## src/rtl/coco_dac_pkg.sv

```systemverilog
// Shared definitions for the CoCo DAC / joystick scan logic.
// - SEL_JOY0..3: analog mux selects used while digitising joystick axes.
// - SND_*: the same mux viewed as the sound source select.
// - scan_state_t: scanner FSM states.
// - DAC_W, AXES: DAC resolution and number of joystick axes.
// - trial_bit(): one-hot trial mask for a successive-approximation bit index.
package coco_dac_pkg;

    localparam int unsigned DAC_W = 6;
    localparam int unsigned AXES  = 4;

    localparam logic [1:0] SEL_JOY0 = 2'b00;
    localparam logic [1:0] SEL_JOY1 = 2'b01;
    localparam logic [1:0] SEL_JOY2 = 2'b10;
    localparam logic [1:0] SEL_JOY3 = 2'b11;

    localparam logic [1:0] SND_DAC  = 2'b00;
    localparam logic [1:0] SND_CASS = 2'b01;
    localparam logic [1:0] SND_CART = 2'b10;
    localparam logic [1:0] SND_NONE = 2'b11;

    typedef enum logic [1:0] {
        IDLE,
        SETTLE,
        DECIDE,
        DONE
    } scan_state_t;

    function automatic logic [DAC_W-1:0] trial_bit(input logic [2:0] b);
        return {{(DAC_W-1){1'b0}}, 1'b1} << b;
    endfunction

endpackage

```

## src/rtl/coco_joy_scan_ctrl.sv

```systemverilog
// Hardware joystick digitiser. Owns the 6-bit DAC value and the SELB/SELA
// mux feeding trs80_dac, and runs a 6-step successive-approximation compare
// on hilo for each of the 4 joystick axes. The CPU always wins the DAC: a
// high snden cancels any scan in progress.
// Ports:
//   clk, reset         system clock, asynchronous active-high reset
//   start              one-cycle scan request
//   cpu_dac, cpu_sel   DAC value and {selb,sela} from the PIA
//   snden              sound enable; high = CPU owns the DAC
//   hilo               registered comparator from trs80_dac (1 = joy >= dac)
//   dac_out, sel_out   to trs80_dac
//   busy               scanner owns the DAC
//   done, abort        one-cycle completion / cancellation pulses
//   axis_val           {axis3,axis2,axis1,axis0}, 6 bits each
//   valid              set by the first completed scan
module coco_joy_scan_ctrl
    import coco_dac_pkg::*;
#(
    parameter int unsigned SETTLE_CYCLES = 8,
    parameter int unsigned AUTO_PERIOD   = 0
) (
    input  logic                  clk,
    input  logic                  reset,
    input  logic                  start,
    input  logic [DAC_W-1:0]      cpu_dac,
    input  logic [1:0]            cpu_sel,
    input  logic                  snden,
    input  logic                  hilo,
    output logic [DAC_W-1:0]      dac_out,
    output logic [1:0]            sel_out,
    output logic                  busy,
    output logic                  done,
    output logic                  abort,
    output logic [AXES*DAC_W-1:0] axis_val,
    output logic                  valid
);

    localparam logic [7:0]       SettleLoad = 8'(SETTLE_CYCLES - 1);
    localparam bit               AutoEn     = (AUTO_PERIOD != 0);
    localparam logic [31:0]      AutoLast   = AutoEn ? 32'(AUTO_PERIOD - 1) : 32'd0;
    localparam logic [1:0]       LastAxis   = 2'(AXES - 1);
    localparam logic [2:0]       TopBit     = 3'(DAC_W - 1);
    localparam logic [DAC_W-1:0] FirstTrial = trial_bit(TopBit);

    scan_state_t            state_q, state_d;
    logic                   owner_q, owner_d;
    logic                   done_q, done_d;
    logic                   abort_q, abort_d;
    logic                   valid_q, valid_d;
    logic                   pending_q, pending_d;
    logic [AXES*DAC_W-1:0]  axis_q, axis_d;
    logic [31:0]            auto_cnt_q, auto_cnt_d;
    logic [7:0]             settle_q, settle_d;
    logic [2:0]             bit_q, bit_d;
    logic [1:0]             axis_idx_q, axis_idx_d;
    logic [DAC_W-1:0]       acc_q, acc_d;
    logic [DAC_W-1:0]       trial_q, trial_d;

    logic                   auto_hit;
    logic                   req;
    logic [DAC_W-1:0]       bit_mask;
    logic [DAC_W-1:0]       acc_new;

    // Owner mux depends only on registered state, so reset hands the DAC
    // back to the CPU without waiting for a clock edge.
    assign dac_out  = owner_q ? trial_q : cpu_dac;
    assign sel_out  = owner_q ? axis_idx_q : cpu_sel;
    assign busy     = owner_q;
    assign done     = done_q;
    assign abort    = abort_q;
    assign axis_val = axis_q;
    assign valid    = valid_q;

    assign auto_hit = AutoEn && (auto_cnt_q == AutoLast);
    assign req      = start || auto_hit;
    assign bit_mask = trial_bit(bit_q);
    assign acc_new  = hilo ? (acc_q | bit_mask) : (acc_q & ~bit_mask);

    always_comb begin
        state_d    = state_q;
        owner_d    = owner_q;
        done_d     = 1'b0;
        abort_d    = 1'b0;
        valid_d    = valid_q;
        pending_d  = pending_q;
        axis_d     = axis_q;
        auto_cnt_d = auto_cnt_q;
        settle_d   = settle_q;
        bit_d      = bit_q;
        axis_idx_d = axis_idx_q;
        acc_d      = acc_q;
        trial_d    = trial_q;

        if (AutoEn) begin
            auto_cnt_d = auto_hit ? 32'd0 : auto_cnt_q + 32'd1;
        end

        // Single-entry request slot: anything arriving while a request is
        // already held or a scan is running is dropped.
        if (req && !pending_q && !owner_q) begin
            pending_d = 1'b1;
        end

        unique case (state_q)
            IDLE: begin
                if (pending_q && !snden) begin
                    state_d    = SETTLE;
                    owner_d    = 1'b1;
                    pending_d  = 1'b0;
                    axis_idx_d = SEL_JOY0;
                    bit_d      = TopBit;
                    acc_d      = '0;
                    trial_d    = FirstTrial;
                    settle_d   = SettleLoad;
                end
            end
            SETTLE: begin
                if (snden) begin
                    state_d = IDLE;
                    owner_d = 1'b0;
                    abort_d = 1'b1;
                end else if (settle_q == 8'd0) begin
                    state_d = DECIDE;
                end else begin
                    settle_d = settle_q - 8'd1;
                end
            end
            DECIDE: begin
                if (snden) begin
                    state_d = IDLE;
                    owner_d = 1'b0;
                    abort_d = 1'b1;
                end else if (bit_q != 3'd0) begin
                    acc_d    = acc_new;
                    bit_d    = bit_q - 3'd1;
                    trial_d  = acc_new | trial_bit(bit_q - 3'd1);
                    settle_d = SettleLoad;
                    state_d  = SETTLE;
                end else begin
                    axis_d[axis_idx_q*DAC_W +: DAC_W] = acc_new;
                    if (axis_idx_q != LastAxis) begin
                        axis_idx_d = axis_idx_q + 2'd1;
                        acc_d      = '0;
                        bit_d      = TopBit;
                        trial_d    = FirstTrial;
                        settle_d   = SettleLoad;
                        state_d    = SETTLE;
                    end else begin
                        // Release the DAC as the done pulse appears, so a
                        // late snden in DONE has nothing left to cancel.
                        acc_d   = acc_new;
                        state_d = DONE;
                        owner_d = 1'b0;
                        done_d  = 1'b1;
                        valid_d = 1'b1;
                    end
                end
            end
            DONE: begin
                state_d = IDLE;
            end
            default: begin
                state_d = IDLE;
                owner_d = 1'b0;
            end
        endcase
    end

    always_ff @(posedge clk or posedge reset) begin
        if (reset) begin
            state_q    <= IDLE;
            owner_q    <= 1'b0;
            done_q     <= 1'b0;
            abort_q    <= 1'b0;
            valid_q    <= 1'b0;
            pending_q  <= 1'b0;
            axis_q     <= '0;
            auto_cnt_q <= 32'd0;
            settle_q   <= 8'd0;
            bit_q      <= 3'd0;
            axis_idx_q <= 2'd0;
            acc_q      <= '0;
            trial_q    <= '0;
        end else begin
            state_q    <= state_d;
            owner_q    <= owner_d;
            done_q     <= done_d;
            abort_q    <= abort_d;
            valid_q    <= valid_d;
            pending_q  <= pending_d;
            axis_q     <= axis_d;
            auto_cnt_q <= auto_cnt_d;
            settle_q   <= settle_d;
            bit_q      <= bit_d;
            axis_idx_q <= axis_idx_d;
            acc_q      <= acc_d;
            trial_q    <= trial_d;
        end
    end

endmodule

```

## config.mk

```make
export PLATFORM = sky130hd
export DESIGN_NAME = coco_joy_scan_ctrl
export DESIGN_NICKNAME = d
export VERILOG_FILES = /design/src/rtl/coco_dac_pkg.sv /design/src/rtl/coco_joy_scan_ctrl.sv
export SDC_FILE = /design/constraint.sdc
export NUM_CORES = 1
export LEC_CHECK = 0
export ABC_CLOCK_PERIOD_IN_PS = 2900
export CAP_MARGIN = 20
export CELL_PAD_IN_SITES_DETAIL_PLACEMENT = 0
export CELL_PAD_IN_SITES_GLOBAL_PLACEMENT = 1
export CORE_MARGIN = 10
export CORE_UTILIZATION = 42
export CTS_CLUSTER_SIZE = 20
export DETAILED_ROUTE_END_ITERATION = 6
export GPL_TIMING_DRIVEN = 0
export HOLD_SLACK_MARGIN = 0.03
export PLACE_DENSITY_LB_ADDON = 0.1
export SLEW_MARGIN = 20
export SYNTH_ARGS = -nofsm -noshare
export SYNTH_HDL_FRONTEND = slang
export SYNTH_SLANG_ARGS = --single-unit
```

## constraint.sdc

```tcl
create_clock -name clk -period 2.9 [get_ports clk]
set_clock_uncertainty 0.2 [all_clocks]
set_input_delay 0.58 -clock clk [delete_from_list [all_inputs] [get_ports clk]]
set_output_delay 0.58 -clock clk [all_outputs]
set_load 0.02 [all_outputs]
```

* Word-level counts from Yosys, hierarchy flattened
Cells that the tools add are included.
Word-level totals: register bits 56, input port bits 13, output and inout port bits 36, logic and storage cells 116
Cells by class: add/subtract/negate cells 4, multipliers 1, equality and inequality tests 15, shift-type cells 4, mux-type cells 53, bitwise operators 7, reductions and logical operators 20
Operators with widths (number):
- two-way mux 6 bit | 10
- two-way mux 8 bit | 6
- negator 5 -> 34 bit | 1
- variable shift 6 x 34 -> 24 bit (first input constant) | 1
- variable part select 6 x 34 -> 24 bit | 1
- bitwise mux 24 bit | 1
- case mux 6 bit (2 select lines) | 2
- case mux 8 bit (3 select lines) | 1
- two-way mux 2 bit | 11
- inequality test 2 bit (second input constant) | 8
- two-way mux 1 bit | 14
- two-way mux 3 bit | 4
- inequality test 3 bit (second input constant) | 4
- OR 6 bit | 2
- left shift 1 x 3 -> 6 bit (first input constant) | 2
- AND reduction 5 bit | 2
- zero test 8 bit | 1
- case mux 2 bit (4 select lines) | 1
- AND reduction 4 bit | 2
- subtractor 8 x 1 -> 8 bit (second input constant) | 1
- AND 6 bit | 1
- NOT 6 bit | 1
- case mux 3 bit (2 select lines) | 1
- AND reduction 3 bit | 2
- other kinds (16) | 24

* Longest topological paths before layout
word-level depth 8, depth in mapped cells 8, depth with buffers taken out 6

* Worst setup path before layout
OpenSTA, ideal clock, no wires.
path kind register to register, from register axis_idx_q[0], to register axis_q[16], in the netlist axis_val[16], setup time 127 ps, data arrival time 2206 ps, required time 2573 ps, slack 367 ps, stages on the path, launching flop included 9, buffers on the path 2, period minus slack after synthesis 2533 ps, path through dfrtp_1 -> clkbuf_1 -> inv_1 -> ha_1 -> clkbuf_1 -> mux2_2 -> o211ai_1 -> o211a_1 -> o21ai_0
On the way: longest elaborated chain between the ends 4, elaborated cells on any way between the ends 5, classes of those cells add/sub: 1; mul: 1; shift: 2; mux: 1
RTL lines:
- start, declared | line coco_joy_scan_ctrl.sv:55 | logic [1:0] axis_idx_q, axis_idx_d;
- start signal, assigned | line coco_joy_scan_ctrl.sv:195 | axis_idx_q <= axis_idx_d;
- multiplier 2 x 2 -> 4 bit * | line coco_joy_scan_ctrl.sv:140 | axis_d[axis_idx_q*DAC_W +: DAC_W] = acc_new;
- negator 5 -> 34 bit * | line coco_joy_scan_ctrl.sv:140
- variable part select 6 x 34 -> 24 bit or variable shift 6 x 34 -> 24 bit (tied branches) | line coco_joy_scan_ctrl.sv:140
- bitwise mux 24 bit * | line coco_joy_scan_ctrl.sv:140
- end signal, assigned | line coco_joy_scan_ctrl.sv:191 | axis_q <= axis_d;
- end, declared | line coco_joy_scan_ctrl.sv:51 | logic [AXES*DAC_W-1:0] axis_q, axis_d;
Mark *: on every way between the ends. The rest lies on a longest branch, timed or not. A chain may end at the register's enable or synchronous reset.

* Worst setup path in the final report
Ends and elaborated chain as after synthesis.

==> metrics list <==
- Worst hold stages: 2
- Mean cell area of the mapped netlist: slightly below 10 sq um
- Post-route setup slack: between 0.2 and 0.25 ns
* Leakage power: about 1.6 nW
- Of the synthesized area, sequential elements account for 0.451.
- Data required time at the worst endpoint: between 2 and 3 ns
* Count of cells along the worst register-to-register path: 8
* Quantity of I/O buffers inserted on ports: 47
* All-Layer GR Usage: 0.142
- Buffers inserted during clock tree synthesis total 5.
* Sequential cell area: around 0.0014 sq mm
* Cell repeated most along the worst path: sky130_fd_sc_hd__clkbuf_2
- From left edge to right edge, the die measures between 100 and 150 um.
* Synth-to-layout area growth: 22.5%
- For this run, the number of Yosys warnings is 0.
- The clock drives 56 sinks.
* Post-detailed-route DRC marker count: 0
- Primary FF master, synth: sky130_fd_sc_hd__dfrtp_1
* Mapped Nets: 340
- Setup violations remaining at the end of the flow were counted as 0.
* Max Slew Vio Count: 0
- Crit. End Element: flip-flop
- For this design the ratio of total power to cell area is 341 mW/mm^2.
* Max FO, Critical Path: 10
- Last weighted congestion value of the routability-driven placer: 0.822
- At the later pin of the worst-skew pair, clock insertion delay measures ~0.31 ns.
- In the synthesized netlist, the number of instances is between 300 and 400.
- The slowest stage of the critical path is the sky130_fd_sc_hd__dfrtp_2 cell.
* Via count of the first global-routing pass: 2434
- After detailed placement, the design holds a cell count of 460.
- For this design the top-level I/O count stands at 49.
- The routed design has roughly 8000 um of wire.
* Total setup buffers inserted after CTS: 0
- Fraction of registers with async set/reset: 1.00
- After detailed routing, the number of vias per cell comes to between 5 and 6.
- The worst setup path is launched from a flip-flop.
- For this run, the slowest stage of the critical path takes between 0.4 and 0.5 ns.
- Classification of the worst-slack hold path: reg -> reg
* Worst Hold Launch: axis_val[2]
* Post-detailed-placement half-perimeter wirelength: ~5900 um
- Hold slack final: around 0.29 ns
* Grt ovf: 0
- Tracing the worst setup path back leads to its startpoint at axis_idx_q[0].
* Initial Util: 0.431
* Normalized max-slew margin: 0.494
- Across the VDD grid, the largest voltage drop is approximately 0.16 mV.
* Drt first-iter violations: about 140
- The critical path in this run is classified as reg -> reg.
- By area the synthesized netlist is led by sky130_fd_sc_hd__dfrtp_1 45%, sky130_fd_sc_hd__o21ai_0 5.5%, sky130_fd_sc_hd__ha_1 5.2%, sky130_fd_sc_hd__nand2_1 4.5%, sky130_fd_sc_hd__mux2_2 4.0%.
- In this run the standard cell core region covers 0.00721 sq mm.
- Dividing the final minimum period by the clock period gives 0.921.
- At the pin with the least slew margin, the transition time is 0.738 ns.
- Hold violation count in the final report: 0
- The startpoint identified for the worst register-to-register timing path is axis_idx_q[0].
- The commonest cells after synthesis are 56 x sky130_fd_sc_hd__dfrtp_1, 37 x sky130_fd_sc_hd__nand2_1, 34 x sky130_fd_sc_hd__o21ai_0.
- Clock tree from TritonCTS: done
- After clock tree synthesis, the clock-pin slew on the worst setup and hold paths is roughly 0.10 ns.
* Number of different library cells in the post-synthesis netlist: between 50 and 60
* Number of cell rows: 31
- After synthesis the netlist holds a flip-flop and latch count of 56.
- In this run the remaining antenna-violating nets after routing total 0.
- Fraction of final layout cells sized beyond drive strength 1: 0.0872
- For this run, the detailed router's first-pass iteration total came to 6.
- Largest net degree at the start of global routing: 57
- The mapped netlist covers a little over 0.003 sq mm.
- The tree is rooted in a sky130_fd_sc_hd__clkbuf_8.
- The detailed router placed roughly 2600 vias in this run.
- The H-tree generated during clock tree synthesis spans 2 levels.
- Die height: between 100 and 150 um
* Result of the run: finished, final reports clean
- First-pass GRT wire length: approximately 13000 um
- Fin cells: 466
- Area share of the largest cell type after synthesis: 0.451
- The initial antenna violation count was 0.
* Total negative slack for setup checks: 0 ns
- At the worst endpoint, the arrival time is approximately 2.7 ns.
* Cell Chain, Critical Path: clkbuf_2 > inv_1 > ha_1 > clkbuf_2 > mux2_2 > o211ai_1 > o211a_1 > o21ai_0
- Antenna diode instance count: 0
* Clock period minus worst slack: ~2.7 ns
- In the final layout, the multi-input gates occupy approximately 0.0016 sq mm.
- Maximum operating frequency: about 370 MHz
- Count of flip-flops with a built-in enable after synthesis: 0
- Final layout net count: 393
- Max-cap viol count: 0
- The largest total area in the synthesized netlist belongs to sky130_fd_sc_hd__dfrtp_1.
- Before CTS, the worst setup slack after placement is -0.214 ns.
* Max clock buf depth: 2
- Most common cell in the netlist: sky130_fd_sc_hd__dfrtp_1
- The floorplan step defined a die boundary enclosing between 0.01 and 0.015 sq mm.
* Filler cell count in the final layout: between 600 and 700
* Average detailed-routed wire length per instance: 17.2 um
registers in the layout, indices dropped and copies added, names as in the netlist:
| signal | count |
|---|---|
| abort | 1 |
| acc_q | 6 |
| axis_idx_q | 2 |
| axis_val | 24 |
| bit_q | 3 |
| busy | 1 |
| done | 1 |
| pending_q | 1 |
| settle_q | 8 |
| state_q | 2 |
| trial_q | 6 |
| valid | 1 |
worst max-delay path, delay by kind of cell (launching register included):
kind                       cells  cell delay, ns
buffers and inverters          3            0.74
muxes                          1            0.36
AOI/OAI and AO/OA              3            0.37
DFF                            1            0.47
adders and majority gates      1            0.41
per-layer routing:
metal	wire length (um)	vias to the layer above	GRT usage
li1	-	1263	-
met1	3760	1241	0.192
met2	3750	61	0.218
met3	437	6	0.0417
met4	74	0	0.0377
met5	0	-	0
repair_timing:
action / in CTS / in global routing
hold buffers: 0 / 0
pin swaps: 0 / 0
endpoints found under the setup margin: 22 / 25
resized for setup: 1 / 4
area by class of cell:
cell class | instances | share of cell area
flip-flops and latches | 56 | 0.368
clock buffers | 7 | 0.0253
multi-input cells | 230 | 0.422
repair buffers | 47 | 0.123
plain buffers | 11 | 0.0118
inverters | 16 | 0.0164
well taps | 99 | 0.0325
final timing paths:
kind / end / slack [ns]
worst max register to register: axis_val[16] / 0.23
min in group asynchronous: axis_val[7] / 0.53
worst min register to register: axis_val[2] / 0.29
max in group asynchronous: axis_idx_q[0] / 1.48
worst max-delay path: axis_val[16] / 0.23
worst min-delay path: axis_val[2] / 0.29
through the flow:
stage	power, W	utilization	cell area (sq um)
2_1_floorplan	0.000823	-	3110
3_3_place_gp	0.000850	0.514	3700
3_5_place_dp	0.000851	0.514	3710
4_1_cts	0.00131	0.527	3800
5_1_grt	0.00134	0.528	3810
6_report	0.00130	0.528	3810
logic make-up after synthesis:
family / after synthesis / share of synthesized area
xor gates and xnor gates: 1 / 0.00282
buffers and inverters: 28 / 0.0342
and+or+nand+nor: 103 / 0.187
AOI/OAI and AO/OA: 91 / 0.198
muxes: 22 / 0.0752
DFF: 56 / 0.451
adders and majority gates: 13 / 0.0523
layout by cell type (no fill, tap or decap), types with 7 or more instances in the layout:
cell type | netlist | final
sky130_fd_sc_hd__dfrtp_1 | 56 | 55
sky130_fd_sc_hd__clkdlybuf4s50_1 | 0 | 47
sky130_fd_sc_hd__nand2_1 | 37 | 37
sky130_fd_sc_hd__o21ai_0 | 34 | 34
sky130_fd_sc_hd__inv_1 | 16 | 15
sky130_fd_sc_hd__ha_1 | 13 | 13
sky130_fd_sc_hd__mux2i_1 | 11 | 11
sky130_fd_sc_hd__mux2_2 | 11 | 11
sky130_fd_sc_hd__a22o_1 | 10 | 10
sky130_fd_sc_hd__nor2_1 | 9 | 9
sky130_fd_sc_hd__nand3_1 | 9 | 9
sky130_fd_sc_hd__clkbuf_1 | 11 | 8
sky130_fd_sc_hd__o31ai_1 | 8 | 8
sky130_fd_sc_hd__clkbuf_8 | 0 | 7
report_power, final:
group          internal, W  switching (W)
logic            0.0000211      0.0000305
clock network     0.000214       0.000251
registers         0.000782    0.000000850
total              0.00102       0.000283
(Power assumes the default switching activity.)
